<file path="src/rtl/hs_cdc_rx_if.sv">
// Handshake bundle for hs_cdc_rx: source-side req/ack/data plus the downstream valid/ready port.
// The slave modport is the receiver; master is whoever drives the source and downstream sides.
interface hs_cdc_rx_if #(
   parameter int unsigned DATA_WIDTH = 8
);
   logic                  req_async;
   logic [DATA_WIDTH-1:0] data_async;
   logic                  ack;
   logic                  dout_valid;
   logic                  dout_ready;
   logic [DATA_WIDTH-1:0] dout_data;

   modport master (
      output req_async, data_async, dout_ready,
      input  ack, dout_valid, dout_data
   );

   modport slave (
      input  req_async, data_async, dout_ready,
      output ack, dout_valid, dout_data
   );
endinterface

</file>
<file path="src/rtl/hs_cdc_rx.sv">
// Destination end of a 4-phase req/ack CDC handshake: synchronizes req, captures the
// source-held word, offers it on valid/ready and returns a registered level ack.
module hs_cdc_rx #(
   parameter int unsigned DATA_WIDTH = 8,
   parameter int unsigned SYNC_STAGE = 2,
   parameter int unsigned CNT_WIDTH  = 16
) (
   input  logic                 clk,
   input  logic                 rst_n,
   hs_cdc_rx_if.slave           bus,
   output logic                 busy,
   output logic                 proto_err,
   output logic [CNT_WIDTH-1:0] xfer_cnt
);
   localparam logic [1:0] IDLE = 2'd0;
   localparam logic [1:0] OUT  = 2'd1;
   localparam logic [1:0] ACK  = 2'd2;

   logic [SYNC_STAGE-1:0] sync_q;
   logic                  req_s;
   logic [1:0]            state_q, state_d;
   logic                  ack_q, ack_d;
   logic                  valid_q, valid_d;
   logic                  err_q, err_d;
   logic [DATA_WIDTH-1:0] data_q, data_d;
   logic [CNT_WIDTH-1:0]  cnt_q, cnt_d;

   // Only the synchronizer may look at req_async.
   always_ff @(posedge clk or negedge rst_n) begin
      if (!rst_n) begin
         sync_q <= '0;
      end else begin
         sync_q <= {sync_q[SYNC_STAGE-2:0], bus.req_async};
      end
   end

   assign req_s = sync_q[SYNC_STAGE-1];

   always_comb begin
      state_d = state_q;
      ack_d   = ack_q;
      valid_d = valid_q;
      err_d   = err_q;
      data_d  = data_q;
      cnt_d   = cnt_q;
      case (state_q)
         IDLE: begin
            // data_async has been stable for SYNC_STAGE cycles once req_s is seen.
            if (req_s) begin
               data_d  = bus.data_async;
               valid_d = 1'b1;
               state_d = OUT;
            end
         end
         OUT: begin
            if (!req_s) err_d = 1'b1;
            if (bus.dout_ready) begin
               valid_d = 1'b0;
               ack_d   = 1'b1;
               cnt_d   = cnt_q + CNT_WIDTH'(1);
               state_d = ACK;
            end
         end
         ACK: begin
            if (!req_s) begin
               ack_d   = 1'b0;
               state_d = IDLE;
            end
         end
         default: begin
            ack_d   = 1'b0;
            valid_d = 1'b0;
            state_d = IDLE;
         end
      endcase
   end

   always_ff @(posedge clk or negedge rst_n) begin
      if (!rst_n) begin
         state_q <= IDLE;
         ack_q   <= 1'b0;
         valid_q <= 1'b0;
         err_q   <= 1'b0;
         data_q  <= '0;
         cnt_q   <= '0;
      end else begin
         state_q <= state_d;
         ack_q   <= ack_d;
         valid_q <= valid_d;
         err_q   <= err_d;
         data_q  <= data_d;
         cnt_q   <= cnt_d;
      end
   end

   assign bus.ack        = ack_q;
   assign bus.dout_valid = valid_q;
   assign bus.dout_data  = data_q;
   assign busy           = (state_q != IDLE);
   assign proto_err      = err_q;
   assign xfer_cnt       = cnt_q;
endmodule

</file>
<file path="src/flat_wrapper.sv">
// flat-port wrapper written by rule: the top's interface ports become plain ports
module hs_cdc_rx_flat 
#(
   parameter int unsigned DATA_WIDTH = 8,
   parameter int unsigned SYNC_STAGE = 2,
   parameter int unsigned CNT_WIDTH  = 16
)
  (clk, rst_n, busy, proto_err, xfer_cnt, bus_req_async, bus_data_async, bus_dout_ready, bus_ack, bus_dout_valid, bus_dout_data);
  hs_cdc_rx_if #(.DATA_WIDTH(DATA_WIDTH)) bus_i ();
  input  logic clk;
  input  logic rst_n;
  output logic busy;
  output logic proto_err;
  output logic [CNT_WIDTH-1:0] xfer_cnt;
  input wire logic [$bits(bus_i.req_async)-1:0] bus_req_async;
  input wire logic [$bits(bus_i.data_async)-1:0] bus_data_async;
  input wire logic [$bits(bus_i.dout_ready)-1:0] bus_dout_ready;
  output wire logic [$bits(bus_i.ack)-1:0] bus_ack;
  output wire logic [$bits(bus_i.dout_valid)-1:0] bus_dout_valid;
  output wire logic [$bits(bus_i.dout_data)-1:0] bus_dout_data;
  assign bus_i.req_async = bus_req_async;
  assign bus_i.data_async = bus_data_async;
  assign bus_i.dout_ready = bus_dout_ready;
  assign bus_ack = bus_i.ack;
  assign bus_dout_valid = bus_i.dout_valid;
  assign bus_dout_data = bus_i.dout_data;
  hs_cdc_rx #(.DATA_WIDTH(DATA_WIDTH), .SYNC_STAGE(SYNC_STAGE), .CNT_WIDTH(CNT_WIDTH)) u_core (.clk(clk), .rst_n(rst_n), .bus(bus_i), .busy(busy), .proto_err(proto_err), .xfer_cnt(xfer_cnt));
endmodule
</file>
<file path="config.mk">
export PLATFORM = sky130hd
export DESIGN_NAME = hs_cdc_rx_flat
export DESIGN_NICKNAME = d
export VERILOG_FILES = /design/src/rtl/hs_cdc_rx_if.sv /design/src/rtl/hs_cdc_rx.sv /design/src/flat_wrapper.sv
export SDC_FILE = /design/constraint.sdc
export NUM_CORES = 1
export LEC_CHECK = 0
export CORE_UTILIZATION = 47
export CTS_BUF_LIST = sky130_fd_sc_hd__clkbuf_4
export DETAILED_ROUTE_END_ITERATION = 10
export PLACE_DENSITY = 0.84
export SKIP_LAST_GASP = 1
export SYNTH_ARGS = -nofsm -noshare
export SYNTH_HDL_FRONTEND = slang
export SYNTH_SLANG_ARGS = --single-unit
</file>
<file path="constraint.sdc">
create_clock -name clk -period 1.8 [get_ports clk]
set_input_delay 0.36 -clock clk [delete_from_list [all_inputs] [get_ports clk]]
set_output_delay 0.36 -clock clk [all_outputs]
set_load 0.02 [all_outputs]
</file>
* Yosys cells after proc, flatten, opt, wreduce, memory -nomap -nowiden *
Index checks and enable logic that the tools add are counted.

cells by class
  add/sub/neg operators = 1
  equality and inequality tests = 5
  mux-type cells = 10
  bitwise logic cells = 3
  reductions and logical operators = 8

operators with widths
  operator                 number
  $add A16 B1 Y16 const B  1
  $reduce_and A3 Y1        3
  $mux W2                  3
  $pmux W1 S3              2
  $pmux W2 S3              1
  $reduce_and A2 Y1        3
  $mux W1                  4
  $ne A2 B2 Y1 const B     2
  $not A1 Y1               3
  $eq A2 B1 Y1 const B     1
  $eq A2 B2 Y1 const B     1
  $logic_not A2 Y1         1
  $ne A2 B1 Y1 const B     1
  $reduce_bool A2 Y1       1

word-level totals
  register bits after elaboration = 31
  input port bits = 12
  output and inout port bits = 28
  word-level logic and storage cells = 34

* Logic depth before layout (Yosys ltp) *
  depth in word-level cells = 3
  depth in mapped cells = 5

* Worst setup path before layout *
Ideal clock, no wire load.

  kind = register to register
  from = reg u_core.cnt_q[0] (netlist: u_core.xfer_cnt[0])
  to = reg u_core.cnt_q[12] (netlist: u_core.xfer_cnt[12])
  arrival time = 1391 ps
  required time = 1671 ps
  slack = 279 ps
  stages on the path, launching flop included = 6
  path through = dfrtp_1 ha_1 nand4b_2 nor3_4 nand4_1 xnor2_1

between the ends
  word-level cells in the longest chain between the ends = 1

RTL lines
  item                      RTL line         text
  start: declaration        hs_cdc_rx.sv:26  logic [CNT_WIDTH-1:0] cnt_q, cnt_d;
  start signal: assignment  hs_cdc_rx.sv:92  cnt_q <= cnt_d;
  $add A16 B1 Y16           hs_cdc_rx.sv:60  cnt_d = cnt_q + CNT_WIDTH'(1);

Every way passes these cells.
A chain may end at the register's enable or synchronous reset.

* Final worst setup path *
  from = reg u_core.cnt_q[7] (netlist: u_core.xfer_cnt[7])
  to = out xfer_cnt[7]

RTL lines
  item              RTL line            text
  end: declaration  flat_wrapper.sv:14  output logic [CNT_WIDTH-1:0] xfer_cnt;

No word-level cell between the ends.

==> metrics.cfg <==
[timing]
tightest_slew_ns=0.3716
slew-limit-headroom=0.7523
fin_setup_tns_ns=0
fin_crit_ns=1.740
drv_slew=0
fmax_ghz=0.5748
final_hold_viol_count=0
rsz0062_at_grt=no
final.period_utilization=0.9666
setup_ws_ns=0.06020
clock-skew-final_ns=0.008494
setup_viol=0

[placement]
dp_cells=174
place_hpwl_mm=1.828
place_ws_ns=0.02787
io_buffer_count=39
routabilityCongestion=0.7064
place_area_mm2=0.001757

[synth]
synth_fp_nets=113
synthMuxAreaShare=0.07849
syn-cell-area_mm2=0.001291
netlist_instances=100
synth_cell_type_count=26
synth_compound_area_frac=0.02616
synthTopCellsByArea=dfrtp_1 (60%), mux2_1 (7.0%), xnor2_1 (6.1%)
synth_edf_count=0
ys_seq_area_frac=0.6008
yosysMostFrequentCell=dfrtp_1
syn_avg_cell_area_um2=12.91
synth_xor_area_frac=0.1017
synth_top_family_by_area=simple AND/OR/NAND/NOR gates
synth_top_area_frac=0.6008
synth_common_cells=dfrtp_1 (31), nand2_1 (9), xnor2_1 (9)
synthFlopType=dfrtp_1
yosysTopAreaCell=dfrtp_1
synthAdderAreaFrac=0.009690
synth-simple-area-share=0.1657
yosys_warnings=0
synth-async-reset-ratio=1.000
synth_seq_cells=31

[die]
core-area_mm2=0.002545
ios=40
die_w_um=54.42
die_h_um=54.42
fp-row-count=18
start_util=0.5074
die-area_mm2=0.002961

[worst_setup_path]
timing.rr.start=u_core.state_q[0]
path_cells=clkdlybuf4s50_1
max_stage_delay_ns=0.64
path_delay_family=buffers and inverters
slowest_stage=clkdlybuf4s50_1
r2r_setup_slack_ns=0.31
r2r_end=u_core.bus.dout_data[4]
arrival_ns=1.38
cp-end-kind=primary output
crit_type=reg2out
r2r_cells=5
critPathMaxFanout=6
path_buf_inv=1
critPathLaunchType=register
crit_required_ns=1.44

[power_and_ir_drop]
peakVddDrop_mv=1.032
power_density_mw_per_mm2=1348
p_leak_nw=0.8808

[clock_network]
clk_pin_slew_worst_paths_ns=0.09
insertion_delay_ns=0.31
cts_buffers=5
clock_path_buffers=2
htreeDepth=2
cts_root_buf=clkbuf_4
cts_tree=built
cts_sinks=31

[route]
drt-total-wl_mm=2.416
drt-initial-drc-count=7
wl_per_cell_um=13.27
viasPerCell=5.049
vias=919
drc=0
ant_nets=0
dr.pass1.iters=2

[finish]
nNetsFinal=164
area_delta_synth_final_pct=40.50
design_area_mm2=0.001814
fill_cells=198
drive_gt1_frac=0.1316
final_cells=182
antenna_cells=0

[global_route]
overflow=0
grt_pass1_wl_mm=3.712
grt_pass1_vias=838
grt_max_degree=32
grtUsageTotal=0.1858
antenna_found_initial=0

[hold_path]
hold_end=u_core.sync_q[1]
whs_path_depth=0
hold_class=reg2reg
min_from=u_core.sync_q[0]

[run]
drv_cap=0

[run_status]
outcome=complete, no violations

[routing by layer]
layer / global-route usage / part of all wire
met1: 0.2212 / 0.44
met2: 0.3049 / 0.51
met3: 0.05556 / 0.042
met4: 0.08974 / 0.013
met5: 0 / 0
[flip-flops by register name (all words and copies together), names as in the netlist]
name and flops:
u_core.bus.dout_data 8, u_core.proto_err 1, u_core.state_q 2, u_core.bus.ack 1, u_core.sync_q 2, u_core.xfer_cnt 16
u_core.bus.dout_valid 1
[what timing repair did]
action | CTS | global route
endpoints found under the hold margin | 0 | 0
hold buffers | 0 | 0
buffers inserted | 0 | 0
gates resized for setup | 2 | 3
endpoints found under the setup margin | 2 | 3
[cells in the final DEF, fill, tap and decap left out, types with 2 or more instances in the layout]
cell type	instances
buf_4	7
and4_1	3
nor2_1	4
nand3_1	4
clkbuf_4	6
a21oi_1	3
inv_1	2
dlygate4sd2_1	2
nor2b_1	2
clkinv_1	2
clkdlybuf4s50_1	34
dlymetal6s2s_1	3
dfrtp_1	31
or2_2	2
mux2_1	8
nand2_1	9
nand4_1	3
xor2_1	6
xnor2_1	9
[logic make-up (layout without fill, tap and decap cells)]
| group | after synthesis | count (layout) |
|---|---|---|
| DFF | 31 | 31 |
| buffers and inverters | 4 | 56 |
| AOI/OAI and AO/OA | 6 | 6 |
| muxes | 9 | 9 |
| xor gates and xnor gates | 15 | 15 |
| adders and majority gates | 1 | 1 |
| and+or+nand+nor | 34 | 34 |
[final cells by class]
type / count / area [µm²] / share of cell area
clock buffer: 6 / 45.04 / 0.02483
sequential: 31 / 775.7 / 0.4276
timing repair buffer: 46 / 447.9 / 0.2469
inverter: 2 / 7.507 / 0.004138
clock inverter: 2 / 7.507 / 0.004138
tap: 30 / 37.54 / 0.02069
multi-input combinational: 65 / 493.0 / 0.2717
[worst max path at each step]
stage                  startpoint                  end  slack, ns  cells after the start
3_3_place_gp       bus_dout_ready   u_core.xfer_cnt[1]       0.07                      4
6_report       u_core.xfer_cnt[7]          xfer_cnt[7]       0.06                      1
3_5_place_dp       bus_dout_ready   u_core.xfer_cnt[1]       0.03                      4
5_1_grt        u_core.xfer_cnt[7]          xfer_cnt[7]       0.01                      1
4_1_cts        u_core.xfer_cnt[5]          xfer_cnt[5]       0.01                      1
2_1_floorplan  u_core.xfer_cnt[0]  u_core.xfer_cnt[12]       0.28                      5
[power breakdown]
group          total, W  leakage [nW]  internal (W)  switching [W]
Combinational   0.00104         0.462      0.000537       0.000505
Sequential      0.00104         0.388      0.000889       0.000146
Clock          0.000369        0.0307      0.000160       0.000209
[per-stage QoR]
stage	utilization	power, W	hold slack [ns]
floorplan	-	0.001582	0.06441
global placement	0.6903	0.002084	0.3368
detailed placement	0.6903	0.002125	0.3517
CTS	0.7099	0.002480	0.3731
global route	0.7129	0.002600	0.3803
finish	0.7129	0.002446	0.3674
No activity file was read; power rests on OpenSTA's default activity.
